File: config.mk
export PLATFORM = sky130hd
export DESIGN_NAME = my_sequencer
export DESIGN_NICKNAME = d
export VERILOG_FILES = /design/src/rtl/my_isa_pkg.sv /design/src/rtl/my_decoder.sv /design/src/rtl/my_sequencer.sv
export SDC_FILE = /design/constraint.sdc
export NUM_CORES = 1
export LEC_CHECK = 0
export ABC_AREA = 1
export ABC_CLOCK_PERIOD_IN_PS = 1800
export CORE_MARGIN = 2
export CORE_UTILIZATION = 30
export DETAILED_ROUTE_END_ITERATION = 12
export HOLD_SLACK_MARGIN = 0.15
export PLACE_DENSITY_LB_ADDON = 0.3
export SLEW_MARGIN = 20
export SYNTH_ARGS = -nofsm -noshare
export SYNTH_HDL_FRONTEND = slang
export SYNTH_SLANG_ARGS = --single-unit
File: constraint.sdc
create_clock -name clk -period 1.8 [get_ports clk]
set_clock_uncertainty 0.15 [all_clocks]
set_input_delay 0.45 -clock clk [delete_from_list [all_inputs] [get_ports clk]]
set_output_delay 0.45 -clock clk [all_outputs]
set_load 0.05 [all_outputs]
File: src/rtl/my_isa_pkg.sv
// -----------------------------------------------------------------------------
// my_isa_pkg
//   Shared definitions for the 16-bit ALU core ISA and its control sequencer.
//   Instruction format: ir[15:12] major, ir[11:8] rd, ir[7:4] func, ir[3:0] rs/imm.
//   Contents:
//     MAJ_*        major opcode values (ALU, HALT)
//     F_*          ALU func codes
//     state_t      sequencer state encoding (3-bit)
//     alu_sel_t    one-hot ALU operation selects handed to the datapath
//     is_legal_func() true for any defined ALU func code
// -----------------------------------------------------------------------------
package my_isa_pkg;

  localparam logic [3:0] MAJ_ALU  = 4'b0000;
  localparam logic [3:0] MAJ_HALT = 4'b1111;

  localparam logic [3:0] F_ADD  = 4'b1010;
  localparam logic [3:0] F_ADDI = 4'b1001;
  localparam logic [3:0] F_SUB  = 4'b1100;
  localparam logic [3:0] F_AND  = 4'b1110;
  localparam logic [3:0] F_OR   = 4'b0010;
  localparam logic [3:0] F_XOR  = 4'b0110;
  localparam logic [3:0] F_NOT  = 4'b1011;

  typedef enum logic [2:0] {
    S_IDLE   = 3'd0,
    S_FETCH  = 3'd1,
    S_DECODE = 3'd2,
    S_EXEC   = 3'd3,
    S_WB     = 3'd4,
    S_HALT   = 3'd5
  } state_t;

  // ADDI shares the adder with ADD; the B-operand mux is steered by use_imm.
  typedef struct packed {
    logic s_add;
    logic s_sub;
    logic s_and;
    logic s_or;
    logic s_xor;
    logic s_not;
  } alu_sel_t;

  function automatic logic is_legal_func(input logic [3:0] func);
    case (func)
      F_ADD, F_ADDI, F_SUB, F_AND, F_OR, F_XOR, F_NOT: return 1'b1;
      default:                                          return 1'b0;
    endcase
  endfunction

endpackage

File: src/rtl/my_decoder.sv
// -----------------------------------------------------------------------------
// my_decoder
//   Pure combinational classification of the instruction register fields.
//   Ports:
//     major   in  4  ir[15:12]
//     func    in  4  ir[7:4]
//     alu_sel out    one-hot ALU operation selects (all zero unless legal ALU op)
//     use_imm out 1  ADDI: ALU B operand is zero-extended ir[3:0]
//     is_alu  out 1  major is ALU and func is a defined operation
//     is_halt out 1  major is HALT
// -----------------------------------------------------------------------------
module my_decoder
  import my_isa_pkg::*;
(
  input  logic [3:0] major,
  input  logic [3:0] func,
  output alu_sel_t   alu_sel,
  output logic       use_imm,
  output logic       is_alu,
  output logic       is_halt
);

  assign is_alu  = (major == MAJ_ALU) && is_legal_func(func);
  assign is_halt = (major == MAJ_HALT);
  assign use_imm = (major == MAJ_ALU) && (func == F_ADDI);

  always_comb begin
    alu_sel = '0;
    if (major == MAJ_ALU) begin
      case (func)
        F_ADD, F_ADDI: alu_sel.s_add = 1'b1;
        F_SUB:         alu_sel.s_sub = 1'b1;
        F_AND:         alu_sel.s_and = 1'b1;
        F_OR:          alu_sel.s_or  = 1'b1;
        F_XOR:         alu_sel.s_xor = 1'b1;
        F_NOT:         alu_sel.s_not = 1'b1;
        default:       alu_sel       = '0;
      endcase
    end
  end

endmodule

File: src/rtl/my_sequencer.sv
// -----------------------------------------------------------------------------
// my_sequencer
//   Multi-cycle control FSM for the 16-bit ALU core: fetches an instruction,
//   holds it in the IR, then sequences register read (DECODE), ALU execute
//   (EXEC) and register write-back (WB).
//
//   Optional feature: define MY_SEQ_ILLEGAL_TRAP_EN to halt with a sticky err
//   on an illegal instruction. Without it, illegal instructions act as NOPs
//   and err is tied low.
//
//   Fetch handshake: mem_req is the request (valid) and mem_ack the completion
//   (ready). mem_req rises on entry to FETCH and is held, with mem_addr stable,
//   until the first cycle mem_ack is seen high; mem_rdata is captured on that
//   edge. mem_ack while mem_req is low is ignored.
//
//   Ports:
//     clk, rst_n   clock, asynchronous active-low reset
//     start        begin execution at RST_PC (honoured in IDLE/HALT only)
//     mem_req/mem_addr/mem_rdata/mem_ack   instruction fetch interface
//     ir           instruction register
//     rf_raddr_a/rf_raddr_b/rf_waddr       register-file addresses from ir
//     use_imm      ADDI immediate select
//     alu_sel      one-hot ALU operation selects
//     alu_en       one-cycle ALU latch enable (EXEC)
//     rf_we        one-cycle register-file write enable (WB)
//     busy/halted/err   status
//     state        current FSM state (debug visibility)
// -----------------------------------------------------------------------------
module my_sequencer
  import my_isa_pkg::*;
#(
  parameter int              PC_W   = 8,
  parameter logic [PC_W-1:0] RST_PC = '0
) (
  input  logic            clk,
  input  logic            rst_n,
  input  logic            start,
  output logic            mem_req,
  output logic [PC_W-1:0] mem_addr,
  input  logic [15:0]     mem_rdata,
  input  logic            mem_ack,
  output logic [15:0]     ir,
  output logic [3:0]      rf_raddr_a,
  output logic [3:0]      rf_raddr_b,
  output logic            use_imm,
  output alu_sel_t        alu_sel,
  output logic            alu_en,
  output logic            rf_we,
  output logic [3:0]      rf_waddr,
  output logic            busy,
  output logic            halted,
  output logic            err,
  output state_t          state
);

  logic [PC_W-1:0] pc;
  logic            dec_alu;
  logic            dec_halt;
  logic            start_ok;

  my_decoder u_decoder (
    .major   (ir[15:12]),
    .func    (ir[7:4]),
    .alu_sel (alu_sel),
    .use_imm (use_imm),
    .is_alu  (dec_alu),
    .is_halt (dec_halt)
  );

  assign mem_addr   = pc;
  assign rf_raddr_a = ir[11:8];
  assign rf_raddr_b = ir[3:0];
  assign rf_waddr   = ir[11:8];
  assign start_ok   = start && ((state == S_IDLE) || (state == S_HALT));

  // All control outputs are registered and set on the edge that enters the
  // state which owns them, so alu_en/rf_we are clean single-cycle pulses.
  always_ff @(posedge clk or negedge rst_n) begin
    if (!rst_n) begin
      state   <= S_IDLE;
      pc      <= RST_PC;
      ir      <= '0;
      mem_req <= 1'b0;
      alu_en  <= 1'b0;
      rf_we   <= 1'b0;
      busy    <= 1'b0;
      halted  <= 1'b0;
    end else begin
      alu_en <= 1'b0;
      rf_we  <= 1'b0;
      case (state)
        S_IDLE, S_HALT: begin
          if (start) begin
            state   <= S_FETCH;
            pc      <= RST_PC;
            mem_req <= 1'b1;
            busy    <= 1'b1;
            halted  <= 1'b0;
          end
        end
        S_FETCH: begin
          if (mem_ack) begin
            ir      <= mem_rdata;
            pc      <= pc + PC_W'(1);  // wraps silently at 2^PC_W
            mem_req <= 1'b0;
            state   <= S_DECODE;
          end
        end
        S_DECODE: begin
          if (dec_alu) begin
            state  <= S_EXEC;
            alu_en <= 1'b1;
          end else if (dec_halt) begin
            state  <= S_HALT;
            busy   <= 1'b0;
            halted <= 1'b1;
          end else begin
`ifdef MY_SEQ_ILLEGAL_TRAP_EN
            state  <= S_HALT;
            busy   <= 1'b0;
            halted <= 1'b1;
`else
            // Illegal instruction skipped: straight back to fetch.
            state   <= S_FETCH;
            mem_req <= 1'b1;
`endif
          end
        end
        S_EXEC: begin
          state <= S_WB;
          rf_we <= 1'b1;
        end
        S_WB: begin
          state   <= S_FETCH;
          mem_req <= 1'b1;
        end
        default: begin
          state   <= S_IDLE;
          mem_req <= 1'b0;
          busy    <= 1'b0;
          halted  <= 1'b0;
        end
      endcase
    end
  end

`ifdef MY_SEQ_ILLEGAL_TRAP_EN
  logic err_q;

  // Sticky until the next accepted start or reset.
  always_ff @(posedge clk or negedge rst_n) begin
    if (!rst_n) begin
      err_q <= 1'b0;
    end else if (start_ok) begin
      err_q <= 1'b0;
    end else if ((state == S_DECODE) && !dec_alu && !dec_halt) begin
      err_q <= 1'b1;
    end
  end

  assign err = err_q;
`else
  logic unused_start_ok;
  assign unused_start_ok = start_ok;
  assign err             = 1'b0;
`endif

endmodule

==> results.py <==
metrics = {
    "run_status": {
        "status": "complete, but fails checks",
        "violations": "negative setup slack",
    },
    "floorplan": {
        "die_h_um": 78.6,
        "core_area_sq_um": 5440,
        "die_area_sq_um": 6170,
        "ios": 72,
        "num_rows": 27,
        "dieWidth_um": 78.6,
        "start_util": 0.307,
    },
    "layout": {
        "drive_above_1_share": 0.466,
        "final_cell_mix": "53 x buf_12, 36 x nand2_1, 20 x dfrtp_1, 20 x buf_4, 19 x clkdlybuf4s50_1",
        "num_antenna_cells": 0,
        "layout_commonest_cell": "buf_12",
        "finalNetCount": 301,
        "area_delta_synth_final_pct": 97.6,
        "stdcell_count": 353,
        "stdcell_area_sq_um": 3300,
    },
    "critical_path": {
        "critPathArrivalTime_ns": 1.48,
        "r2r-end": "mem_addr[4]$_DFFE_PN0P_",
        "required_ns": 1.20,
        "start_kind": "flop",
        "ff2ff_setup_slack_ns": 0.17,
        "end_kind": "output pin",
        "r2r-start": "state[2]$_DFFE_PN0P_",
        "startpoint": "ir[15]$_DFFE_PN0P_",
        "path_max_fanout": 5,
        "endpoint": "alu_sel[3]",
        "critPathKind": "flop to output pin",
        "reg2reg_depth": 9,
    },
    "grt": {
        "grt.total_usage": 0.146,
        "antenna_found_initial": 0,
        "grt_pass1_wl_um": 7040,
        "grt_max_degree": 33,
        "grt_pass1_vias": 1550,
        "grt_overflow": 0,
    },
    "power": {
        "cellPowerDensity_nw_per_um2": 2070,
        "peakVddDrop_mv": 1.58,
        "total_power_uw": 6830,
        "p_leak_uw": 0.00150,
    },
    "clock_tree": {
        "cts.sinks": 32,
        "cts_max_level": 2,
        "ctsHoldBuffers": 0,
        "worstSkewPairLatency_ns": 0.28,
        "cts_tree": "built",
        "root_buffer": "clkbuf_8",
        "cts_buffer_depth": 2,
        "clkTransAtPathRegs_ns": 0.07,
        "numCtsBuffers": 5,
    },
    "sta": {
        "hold_violations": 0,
        "max_freq_mhz": 482,
        "setup_viol": 7,
        "setup_ws_ns": -0.277,
        "rsz0062_at_grt": "yes",
        "drv_slew": 0,
        "fin_crit_ns": 2.08,
        "fin_hold_ws_ns": 0.393,
        "finalCritPeriodShare": 1.15,
    },
    "detailed_routing": {
        "viasPerCell": 4.39,
        "drtPass1Iterations": 5,
        "routed_wl_um": 4180,
        "drc": 0,
        "post_drt_wl_per_cell_um": 11.8,
        "vias": 1548,
        "first_iter_violations": 134,
        "drtAntennaViolNets": 0,
    },
    "synth": {
        "synth.distinct_cells": 26,
        "syn-num-nets": 216,
        "synthesis.area_sq_um": 1670,
        "yosysWarnings": 0,
        "ys_ff_latch": 32,
        "syn_avg_cell_area_sq_um": 8.55,
        "synth_seq_area_share": 0.480,
        "synth_cells": 195,
    },
    "place": {
        "globalplace.congestion": 0.750,
        "placed_cell_area_sq_um": 3110,
        "dp_hpwl_um": 3220,
        "portBuffers": 70,
        "dp_slack_ns": -0.0686,
        "dp_cells": 338,
    },
    "run": {
        "maxCapViolations": 0,
    },
    "hold_path": {
        "hold_path.class": "flop to flop",
    },
}
[power by group]
part           internal, uW  switching [uW]
combinational          2240            2560
sequential             1020             454
clock                   310             251
total                  3570            3260
[per-stage QoR]
step	util	setup TNS, ns
after detailed placement	0.573	-0.287
after global placement	0.573	-0.204
after global routing	0.606	-2.23
final	0.606	-1.64
after CTS	0.602	-1.71
after floorplan	-	-0.882
[cells in the mapped netlist, drive strengths merged]
library cell,count,share of area
nand2,43,0.11
dfrtp,32,0.48
inv,27,0.062
nor2,21,0.057
a21oi,18,0.054
buf,15,0.068
nand3,12,0.036
mux2,8,0.061
o21ai,6,0.018
nand4,3,0.015
nor3,3,0.0090
nor4,2,0.0075
conb,1,0.0022
ha,1,0.0075
nand2b,1,0.0038
o21bai,1,0.0045
xor2,1,0.0053
[area by class of cell]
cell class                      instances  area (sq um)
Fill cell                             439          2140
Timing Repair Buffer                   93          1410
Multi-Input combinational cell        121           774
Inverter                               27           109
Clock inverter                          1          7.51
Tap cell                               72          90.1
Sequential cell                        32           816
Clock buffer                            7          86.3
[sequential cells by signal, summed over array words and instances, names as in the netlist]
name	cells
mem_addr	8
busy	1
state	3
mem_req	1
alu_en	1
halted	1
rf_we	1
ir	16
[critical path, stage by stage, from the launching register on]
cell and delay [ns]:
dfrtp_2 0.41, inv_2 0.07, nand2_2 0.06, nor2_4 0.15
inv_4 0.08, nor4_4 0.26, buf_12 0.18
[what timing repair did]
item | 4_1_cts | 5_1_grt
setup buffers | 4 | 3
resized for setup | 5 | 1
pin swaps | 2 | 1
endpoints found under the setup margin | 7 | 8
[worst min-delay path by stage]
stage                                  start  depth (start not counted)  slack, ns            endpoint
after floorplan                        rst_n                          0      0.004    alu_en$_DFF_PN0_
after global placement    ir[12]$_DFFE_PN0P_                          2       0.37  ir[12]$_DFFE_PN0P_
after detailed placement  halted$_DFFE_PN0P_                          2       0.37  halted$_DFFE_PN0P_
after CTS                 halted$_DFFE_PN0P_                          2       0.39  halted$_DFFE_PN0P_
after global routing      halted$_DFFE_PN0P_                          2       0.41  halted$_DFFE_PN0P_
final                     halted$_DFFE_PN0P_                          2       0.39  halted$_DFFE_PN0P_
[cells by family after synthesis]
logic type,after synthesis,share of synthesized area
and+or+nand+nor,85,0.237
buffers and inverters,42,0.131
xor gates and xnor gates,1,0.00525
other,1,0.00225
DFF,32,0.480
muxes,8,0.0608
adders and majority gates,1,0.00750
AOI/OAI and AO/OA,25,0.0765
[routing by layer]
| layer | up-vias | part of all wire | wire length, um | GRT usage |
|---|---|---|---|---|
| li1 | 776 | - | - | - |
| met2 | 46 | 0.51 | 2130 | 0.232 |
| met4 | 0 | 0.013 | 55 | 0.0526 |
| met3 | 6 | 0.062 | 260 | 0.0471 |
| met5 | - | 0 | 0 | 0 |
| met1 | 720 | 0.41 | 1730 | 0.187 |
(Power assumes the default switching activity.)
